## src/rtl/vga_pkg.sv

```systemverilog
// Shared 640x480@60 timing constants, the raster phase type and the coordinate type
// used by the timing generator and the renderers downstream of it.
package vga_pkg;

    localparam int unsigned DEF_H_VISIBLE = 640;
    localparam int unsigned DEF_H_FP      = 16;
    localparam int unsigned DEF_H_SYNC    = 96;
    localparam int unsigned DEF_H_BP      = 48;
    localparam int unsigned DEF_V_VISIBLE = 480;
    localparam int unsigned DEF_V_FP      = 10;
    localparam int unsigned DEF_V_SYNC    = 2;
    localparam int unsigned DEF_V_BP      = 33;

    localparam int unsigned DEF_H_TOTAL = DEF_H_VISIBLE + DEF_H_FP + DEF_H_SYNC + DEF_H_BP;
    localparam int unsigned DEF_V_TOTAL = DEF_V_VISIBLE + DEF_V_FP + DEF_V_SYNC + DEF_V_BP;

    localparam int unsigned COORD_W = 10;

    typedef logic [COORD_W-1:0] coord_t;

    typedef enum logic [1:0] {ACTIVE, FRONT, SYNC, BACK} vga_phase_t;

endpackage

```

## src/rtl/vga_timing_gen_if.sv

```systemverilog
// Raster outputs of the timing generator as consumed by the renderer/compositor chain.
interface vga_timing_gen_if;
    import vga_pkg::*;

    coord_t DrawX;
    coord_t DrawY;
    logic   blank;
    logic   hs;
    logic   vs;
    logic   line_start;
    logic   frame_start;

    modport master (
        output DrawX,
        output DrawY,
        output blank,
        output hs,
        output vs,
        output line_start,
        output frame_start
    );

    modport slave (
        input DrawX,
        input DrawY,
        input blank,
        input hs,
        input vs,
        input line_start,
        input frame_start
    );

endinterface

```

## src/rtl/vga_axis_counter.sv

```systemverilog
// One raster axis: position counter, ACTIVE/FRONT/SYNC/BACK phase tracker and active-low sync.
// Next-state phase and wrap are exported so the top can register blank/pulses in step with the count.
module vga_axis_counter
    import vga_pkg::coord_t;
    import vga_pkg::vga_phase_t;
#(
    parameter int unsigned VISIBLE = 640,
    parameter int unsigned FP      = 16,
    parameter int unsigned SYNC    = 96,
    parameter int unsigned BP      = 48
) (
    input  logic       vga_clk,
    input  logic       reset_n,
    input  logic       advance,
    output coord_t     count_o,
    output vga_phase_t phase_c,
    output logic       wrap_c,
    output logic       sync_n_o
);

    localparam coord_t FRONT_AT = coord_t'(VISIBLE);
    localparam coord_t SYNC_AT  = coord_t'(VISIBLE + FP);
    localparam coord_t BACK_AT  = coord_t'(VISIBLE + FP + SYNC);
    localparam coord_t LAST     = coord_t'(VISIBLE + FP + SYNC + BP - 1);

    coord_t     cnt_q;
    coord_t     cnt_d;
    vga_phase_t phase_q;
    vga_phase_t phase_d;
    logic       sync_n_q;
    logic       sync_n_d;

    // Phase changes are keyed on the count being entered, so phase_q always matches cnt_q.
    always_comb begin
        cnt_d    = cnt_q;
        phase_d  = phase_q;
        wrap_c   = advance && (cnt_q == LAST);
        if (advance) begin
            cnt_d = wrap_c ? '0 : cnt_q + coord_t'(1);
            if (cnt_d == '0) begin
                phase_d = vga_pkg::ACTIVE;
            end else if (cnt_d == FRONT_AT) begin
                phase_d = vga_pkg::FRONT;
            end else if (cnt_d == SYNC_AT) begin
                phase_d = vga_pkg::SYNC;
            end else if (cnt_d == BACK_AT) begin
                phase_d = vga_pkg::BACK;
            end
        end
        sync_n_d = (phase_d != vga_pkg::SYNC);
    end

    always_ff @(posedge vga_clk) begin
        if (!reset_n) begin
            cnt_q    <= LAST;
            phase_q  <= vga_pkg::BACK;
            sync_n_q <= 1'b1;
        end else begin
            cnt_q    <= cnt_d;
            phase_q  <= phase_d;
            sync_n_q <= sync_n_d;
        end
    end

    assign count_o  = cnt_q;
    assign phase_c  = phase_d;
    assign sync_n_o = sync_n_q;

endmodule

```

## src/rtl/vga_timing_gen.sv

```systemverilog
// Raster timing generator: DrawX/DrawY, visible-area flag, line/frame pulses and
// hs/vs delayed to line up with the renderers' registered RGB.
module vga_timing_gen
    import vga_pkg::*;
#(
    parameter int unsigned H_VISIBLE  = DEF_H_VISIBLE,
    parameter int unsigned H_FP       = DEF_H_FP,
    parameter int unsigned H_SYNC     = DEF_H_SYNC,
    parameter int unsigned H_BP       = DEF_H_BP,
    parameter int unsigned V_VISIBLE  = DEF_V_VISIBLE,
    parameter int unsigned V_FP       = DEF_V_FP,
    parameter int unsigned V_SYNC     = DEF_V_SYNC,
    parameter int unsigned V_BP       = DEF_V_BP,
    parameter int unsigned SYNC_DELAY = 1
) (
    input  logic               vga_clk,
    input  logic               reset_n,
    vga_timing_gen_if.master   vga
);

    coord_t     h_count;
    coord_t     v_count;
    vga_phase_t h_phase_c;
    vga_phase_t v_phase_c;
    logic       h_wrap_c;
    logic       v_wrap_c;
    logic       h_sync_n;
    logic       v_sync_n;

    logic       blank_q;
    logic       line_start_q;
    logic       frame_start_q;

    vga_axis_counter #(
        .VISIBLE (H_VISIBLE),
        .FP      (H_FP),
        .SYNC    (H_SYNC),
        .BP      (H_BP)
    ) u_h_axis (
        .vga_clk  (vga_clk),
        .reset_n  (reset_n),
        .advance  (1'b1),
        .count_o  (h_count),
        .phase_c  (h_phase_c),
        .wrap_c   (h_wrap_c),
        .sync_n_o (h_sync_n)
    );

    vga_axis_counter #(
        .VISIBLE (V_VISIBLE),
        .FP      (V_FP),
        .SYNC    (V_SYNC),
        .BP      (V_BP)
    ) u_v_axis (
        .vga_clk  (vga_clk),
        .reset_n  (reset_n),
        .advance  (h_wrap_c),
        .count_o  (v_count),
        .phase_c  (v_phase_c),
        .wrap_c   (v_wrap_c),
        .sync_n_o (v_sync_n)
    );

    // Built from next-state values so they land on the same edge as the counters.
    always_ff @(posedge vga_clk) begin
        if (!reset_n) begin
            blank_q       <= 1'b0;
            line_start_q  <= 1'b0;
            frame_start_q <= 1'b0;
        end else begin
            blank_q       <= (h_phase_c == ACTIVE) && (v_phase_c == ACTIVE);
            line_start_q  <= h_wrap_c;
            frame_start_q <= h_wrap_c && v_wrap_c;
        end
    end

    generate
        if (SYNC_DELAY == 0) begin : g_no_delay
            assign vga.hs = h_sync_n;
            assign vga.vs = v_sync_n;
        end else begin : g_delay
            logic [SYNC_DELAY-1:0] hs_pipe_q;
            logic [SYNC_DELAY-1:0] vs_pipe_q;

            // Reset fills every stage with the inactive level so no stale low escapes.
            always_ff @(posedge vga_clk) begin
                if (!reset_n) begin
                    hs_pipe_q <= '1;
                    vs_pipe_q <= '1;
                end else begin
                    hs_pipe_q <= SYNC_DELAY'({hs_pipe_q, h_sync_n});
                    vs_pipe_q <= SYNC_DELAY'({vs_pipe_q, v_sync_n});
                end
            end

            assign vga.hs = hs_pipe_q[SYNC_DELAY-1];
            assign vga.vs = vs_pipe_q[SYNC_DELAY-1];
        end
    endgenerate

    assign vga.DrawX       = h_count;
    assign vga.DrawY       = v_count;
    assign vga.blank       = blank_q;
    assign vga.line_start  = line_start_q;
    assign vga.frame_start = frame_start_q;

endmodule

```

## src/flat_wrapper.sv

```systemverilog
// flat-port wrapper written by rule: the top's interface ports become plain ports
module vga_timing_gen_flat import vga_pkg::*;
#(
    parameter int unsigned H_VISIBLE  = DEF_H_VISIBLE,
    parameter int unsigned H_FP       = DEF_H_FP,
    parameter int unsigned H_SYNC     = DEF_H_SYNC,
    parameter int unsigned H_BP       = DEF_H_BP,
    parameter int unsigned V_VISIBLE  = DEF_V_VISIBLE,
    parameter int unsigned V_FP       = DEF_V_FP,
    parameter int unsigned V_SYNC     = DEF_V_SYNC,
    parameter int unsigned V_BP       = DEF_V_BP,
    parameter int unsigned SYNC_DELAY = 1
)
  (vga_clk, reset_n, vga_DrawX, vga_DrawY, vga_blank, vga_hs, vga_vs, vga_line_start, vga_frame_start);
  vga_timing_gen_if vga_i ();
  input  logic vga_clk;
  input  logic reset_n;
  output wire logic [$bits(vga_i.DrawX)-1:0] vga_DrawX;
  output wire logic [$bits(vga_i.DrawY)-1:0] vga_DrawY;
  output wire logic [$bits(vga_i.blank)-1:0] vga_blank;
  output wire logic [$bits(vga_i.hs)-1:0] vga_hs;
  output wire logic [$bits(vga_i.vs)-1:0] vga_vs;
  output wire logic [$bits(vga_i.line_start)-1:0] vga_line_start;
  output wire logic [$bits(vga_i.frame_start)-1:0] vga_frame_start;
  assign vga_DrawX = vga_i.DrawX;
  assign vga_DrawY = vga_i.DrawY;
  assign vga_blank = vga_i.blank;
  assign vga_hs = vga_i.hs;
  assign vga_vs = vga_i.vs;
  assign vga_line_start = vga_i.line_start;
  assign vga_frame_start = vga_i.frame_start;
  vga_timing_gen #(.H_VISIBLE(H_VISIBLE), .H_FP(H_FP), .H_SYNC(H_SYNC), .H_BP(H_BP), .V_VISIBLE(V_VISIBLE), .V_FP(V_FP), .V_SYNC(V_SYNC), .V_BP(V_BP), .SYNC_DELAY(SYNC_DELAY)) u_core (.vga_clk(vga_clk), .reset_n(reset_n), .vga(vga_i));
endmodule
```

## config.mk

```make
export PLATFORM = sky130hd
export DESIGN_NAME = vga_timing_gen_flat
export DESIGN_NICKNAME = d
export VERILOG_FILES = /design/src/rtl/vga_pkg.sv /design/src/rtl/vga_timing_gen_if.sv /design/src/rtl/vga_axis_counter.sv /design/src/rtl/vga_timing_gen.sv /design/src/flat_wrapper.sv
export SDC_FILE = /design/constraint.sdc
export NUM_CORES = 1
export LEC_CHECK = 0
export BUFFER_PORTS_ARGS = -buffer_cell sky130_fd_sc_hd__buf_2
export CORE_UTILIZATION = 45
export CTS_CLUSTER_SIZE = 25
export DETAILED_ROUTE_END_ITERATION = 6
export PLACE_DENSITY = 0.61
export SLEW_MARGIN = 10
export SYNTH_ARGS = -nofsm -noshare
export SYNTH_HDL_FRONTEND = slang
export SYNTH_SLANG_ARGS = --single-unit
```

## constraint.sdc

```tcl
create_clock -name vga_clk -period 2.4 [get_ports vga_clk]
set_input_delay 0.12 -clock vga_clk [delete_from_list [all_inputs] [get_ports vga_clk]]
set_output_delay 0.12 -clock vga_clk [all_outputs]
set_load 0.03 [all_outputs]
```

==> impl_results.md, run 1 <==
* Status: completed
* ANT cells at 0
* Syn Nets at 234
* CP Buf/Inv Count at 1
* Root buf cell: clkbuf_8
* Worst R2R Start: u_core.u_v_axis.count_o[0]
* FF+latch count, synth at 31
* Req. time, crit path at 2.60 ns
* # fillers at 437
* Max-cap check violation count at 0
* Cell Pwr Density at 977 nW/um2
* CP endpoint kind: flop
* Yosys warns at 0
* I/O Buffers at 26
* Nets@finish at 270
* Routed via count at 1794
* Boundary Pins at 27
* Worst min path class: input pin to flop
* Top cell type's share of synthesized area at 0.302
* Floorplan die height at 69.6 um
* Final-report hold violation count at 0
* Synthesized instance count at 228
* Sequential fraction of the synthesis area at 0.302
* Clk buf depth at 2
* CP top delay family: flip-flops
* Syn_area_per_cell at 9.02 um2
* Die area at 4850 um2
* Slew @ Worst Pin at 0.509 ns
* Crit path from: u_core.u_v_axis.count_o[0]
* Slew Limit Fails at 0
* Crit path depth at 7
* EDFF count, synth at 0
* Unrepaired setup endpoints after global routing: false
* FMAX at 457 MHz
* Largest net degree at the start of global routing at 30
* Post-DP HPWL at 3.33 mm
* Commonest cells post-synth: 31 x dfxtp_1, 23 x nand2_1, 14 x xnor2_1
* Max incr delay on CP at 0.49 ns
* CTS tree: done
* Post-synth top area cell: dfxtp_1
* Per-cell routed wire length at 14.7 um
* Vias in the first global route at 1560
* Remaining DRCs at 0
* Skew final at 0.00757 ns
* Worst r2r path cells at 7
* First-pass GRT wire length at 7.72 mm
* Fin crit share at 0.912
* Startpoint types: flop
* Slew HR at 0.661
* Peak supply drop at 0.636 mV
* Largest cells by area after synthesis: dfxtp_1 30%, xnor2_1 6.0%, nand2_1 4.2%, and2_1 3.0%, buf_6 2.7%
* CP max FO at 9
* Clock slew at reported path FFs at 0.07 ns
* Cts hold-fix bufs at 0
* Period minus WS final at 2.19 ns
* Cts bufs inserted at 5
* WS Path Type: flop to flop
* Worst Setup EP: u_core.vga.blank
* Ys async rst share at 0
* CP arrival at 2.39 ns
* Row cnt at 24
* Design Area, Final at 2350 um2
* Via density at 5.68
* Clk sinks at 31
* Die width at 69.6 um
* Worst R2R Setup Slack at 0.21 ns
* DR pass1 iterations at 4
* Synth unique cells at 66
* Layout cells sized above 1 at 0.307
* CP cell instances: ha_2, buf_4, xor2_1, mux2_2, a41oi_2, nor2_2, nor4b_4
* H-tree depth at 2
* Iteration-0 DRC count of the detailed router at 115
* Initial antenna violation count at 0
* Final Setup Violations at 0
* P&R area growth vs syn at 14.4%
* Core area at 4380 um2
* Mapped Area at 2060 um2
* Global placer's final weighted congestion at 0.862
* Leak at 0.972 nW
* Clk_lat worst skew at 0.28 ns
* Total track usage at 0.203
* Final WL at 4.64 mm
* Slowest CP cell: dfxtp_1
* Gr ovfl total at 0
* Antenna violation net count after detailed routing at 0
* Dominant cell by count in the synthesized netlist: dfxtp_1
* Initial Utilization at 0.469
* Dominant synthesized flop cell: dfxtp_1
* FF-to-FF End: u_core.vga.blank
* DP Area at 2260 um2
* Final TNS setup at 0 ns
cells by family after synthesis:
kind of cell    count (synthesis)  share of synthesized area
mux                             2                     0.0103
fa+ha+maj                       4                     0.0243
flops                          31                      0.302
compound gates                 46                      0.185
simple gates                  105                      0.325
xor+xnor                       18                     0.0766
buf+inv                        22                     0.0766
routing by layer:
| metal | part of all wire | global-route usage | wire (um) |
|---|---|---|---|
| met1 | 0.52 | 0.292 | 2420 |
| met2 | 0.42 | 0.288 | 1970 |
| met3 | 0.043 | 0.0494 | 198 |
| met4 | 0.013 | 0.0822 | 59 |
| met5 | 0 | 0 | 0 |
layout by cell type, fill, tap and decap left out, drive strengths merged, types with 6 or more instances in the layout:
master	Yosys	layout
nand2b	7	7
buf	11	45
inv	6	6
nand2	23	23
clkbuf	5	6
nand4	7	7
nand3	12	12
and2	10	10
xnor2	14	14
a21oi	9	9
nor2	10	10
dfxtp	31	31
and3	6	6
o21ai	10	10
sequential cells by signal, summed over array words and instances, names as in the netlist, 2 cells and up:
register	cells
u_core.u_h_axis.count_o	10
u_core.u_h_axis.phase_q	2
u_core.u_v_axis.count_o	10
u_core.u_v_axis.phase_q	2
layout make-up:
type                       instances  area, um2  area share
clock buffer                       6       82.6      0.0351
clock inverter                     1       5.00     0.00213
inverter                           6       22.5     0.00957
multi-input combinational        175       1280       0.546
sequential                        31        621       0.264
tap                               52       65.1      0.0277
timing repair buffer              45        273       0.116
where the power goes:
group          leakage [nW]  switching [mW]  internal [mW]
Clock                0.0470           0.187          0.225
Combinational         0.672           0.708          0.448
Sequential            0.253           0.118          0.612
timing repair:
action | in CTS | in global routing
endpoints found under the setup margin | 0 | 1
gates resized for setup | 0 | 3
setup buffers | 0 | 0
worst min-delay path by stage:
stage	end	slack [ns]	depth (start not counted)	startpoint
global placement	u_core.vga.hs	0.39	1	u_core.u_h_axis.sync_n_o
CTS	u_core.u_h_axis.count_o[9]	0.24	2	reset_n
detailed placement	u_core.vga.vs	0.40	1	u_core.u_v_axis.sync_n_o
finish	u_core.u_h_axis.count_o[9]	0.25	2	reset_n
global route	u_core.u_h_axis.count_o[9]	0.29	2	reset_n
floorplan	u_core.u_v_axis.phase_q[0]	0.34	2	reset_n
per-stage QoR:
| stage | setup WS, ns | cells | power (mW) | utilization | hold WS [ns] |
|---|---|---|---|---|---|
| floorplan | 0.0837 | 228 | 1.60 | - | 0.340 |
| global placement | 0.223 | 309 | 1.89 | 0.515 | 0.389 |
| detailed placement | 0.185 | 309 | 1.89 | 0.515 | 0.402 |
| CTS | 0.149 | 316 | 2.32 | 0.535 | 0.239 |
| global route | 0.0329 | 316 | 2.46 | 0.537 | 0.290 |
| finish | 0.211 | 316 | 2.30 | 0.537 | 0.251 |
Power figures use the tool's default switching activity.
==> run 2: changes to the inputs <==
Settings changed: CORE_ASPECT_RATIO set to 1.25.
==> run 2 against run 1 <==
- clock power shrank 1%
- utilization shrank 0.52 points
- non-clock buffer count shrank 3
- highest routed layer unchanged
- die area is essentially flat
- worst hold slack lost 0.014 ns
- combinational power is essentially flat
- routed wire length grew 1.2%
- final area shrank 0.80%
- critical endpoint unchanged
- maximum frequency shrank 2.2%
- global-route usage grew 0.36 points
==> impl_results.md, run 2 (synthesis gave the netlist of run 1 again) <==
* Routed via count at 1777
* Initial Utilization at 0.468
* I/O Buffers at 26
* Seq. cell area at 621 um2
* Startpoint types: flop
* # fillers at 433
* Slew @ Worst Pin at 0.471 ns
* Cts bufs inserted at 5
* Die area at 4850 um2
* ANT cells at 0
* Multi-input logic area at 1280 um2
* Max-cap check violation count at 0
* Fin crit share at 0.933
* FMAX at 447 MHz
* Global placer's final weighted congestion at 0.845
* Antenna violation net count after detailed routing at 0
* CP endpoint kind: flop
* Root buf cell: clkbuf_8
* Skew final at 0.00615 ns
* Via density at 5.57
* CP max FO at 12
* Peak supply drop at 0.412 mV
* Clock share of power at 0.177
* Remaining DRCs at 0
* Pre-CTS setup slack at 0.179 ns
* CP arrival at 2.43 ns
* Initial antenna violation count at 0
* Final Setup Violations at 0
* Clk buf depth at 2
* Largest net degree at the start of global routing at 30
* Final WL at 4.70 mm
* Total track usage at 0.206
* Period minus WS final at 2.24 ns
* Clk_lat worst skew at 0.28 ns
* Layout cells sized above 1 at 0.291
* Slew Limit Fails at 0
* Clk sinks at 31
* Clock slew at reported path FFs at 0.06 ns
* Final TNS setup at 0 ns
* Die width at 62.5 um
* Floorplan die height at 77.6 um
* Post-DP HPWL at 3.38 mm
* CP Buf/Inv Count at 0
* DP Area at 2240 um2
* Req. time, crit path at 2.59 ns
* Commonest non-fill, non-tap cell in the layout: dfxtp_1
* CP top delay family: simple AND/OR/NAND/NOR gates
* Hold Worst Slack at 0.237 ns
* Nets@finish at 267
* Seq pwr share at 0.321
* Iteration-0 DRC count of the detailed router at 97
* Leak at 0.961 nW
* WS Path Type: flop to flop
* Max incr delay on CP at 0.54 ns
* Slew HR at 0.686
* P_sw at 1.01 mW
* Gr ovfl total at 0
* Status: completed
* Row cnt at 27
* Final Worst Setup Slack at 0.161 ns
* Unrepaired setup endpoints after global routing: false
* Core area at 4390 um2
* Post-CTS Setup Bufs at 0
* Final-report hold violation count at 0
* DR pass1 iterations at 4
* Worst min path class: input pin to flop
* P&R area growth vs syn at 13.4%
* Sw Share at 0.440
* Pint at 1.28 mW
* CP cell instances: and4_1, nand4_2, a2111oi_4, o221ai_2, a21oi_2, nor2_2, nor4b_4
* Commonest cells after routing, fill and taps aside: 31 x dfxtp_1, 26 x buf_2, 23 x nand2_1, 16 x buf_4, 14 x xnor2_1
* Vias in the first global route at 1727
* Design Area, Final at 2330 um2
* Boundary Pins at 27
* CTS tree: done
* First-pass GRT wire length at 7.90 mm
* Cell Pwr Density at 983 nW/um2
* H-tree depth at 2
* Per-cell routed wire length at 14.7 um
* Cts hold-fix bufs at 0
* Slowest CP cell: dfxtp_1
* Comb power frac at 0.502
* PostCTS Resize Cnt at 0
[run 2: worst reg2reg max path, delay by kind of cell, from the launching register on]
| family | cells | cell delay, ns |
|---|---|---|
| AND/OR/NAND/NOR | 4 | 0.84 |
| AO/OA/AOI/OAI | 3 | 0.77 |
| flip-flops | 1 | 0.54 |
[run 2: final cells by class]
class / count / area share
multi-input cells: 175 / 0.549
inverters: 6 / 0.00965
flip-flops and latches: 31 / 0.266
clock buffers: 6 / 0.0354
repair buffers: 42 / 0.107
clock inverters: 1 / 0.00214
well taps: 58 / 0.0311
[run 2: power groups by stage]
| stage | combinational (mW) | clock (mW) | sequential (mW) |
|---|---|---|---|
| detailed placement | 1.14 | 0 | 0.745 |
| global placement | 1.15 | 0 | 0.745 |
| finish | 1.15 | 0.406 | 0.736 |
| CTS | 1.15 | 0.422 | 0.734 |
| floorplan | 0.738 | 0 | 0.860 |
| global route | 1.25 | 0.444 | 0.753 |
[run 2: path summary, 6_finish.rpt]
kind,from,to,slack (ns),cells past startpoint
min,reset_n,u_core.u_h_axis.count_o[2],0.24,2
max reg2reg,u_core.u_v_axis.count_o[3],u_core.vga.blank,0.16,7
min reg2reg,u_core.u_v_axis.sync_n_o,u_core.vga.vs,0.41,1
max,u_core.u_v_axis.count_o[3],u_core.vga.blank,0.16,7
[run 2: per-layer routing]
layer | GRT usage | up-vias | part of all wire
li1 | - | 891 | -
met1 | 0.230 | 829 | 0.43
met2 | 0.363 | 44 | 0.50
met3 | 0.0382 | 13 | 0.037
met4 | 0.119 | 0 | 0.033
met5 | 0 | - | 0
[run 2: stage by stage]
step	cells	power, mW	util
finish	319	2.29	0.531
CTS	319	2.30	0.531
floorplan	228	1.60	-
detailed placement	312	1.88	0.511
global placement	312	1.90	0.511
global route	319	2.45	0.531
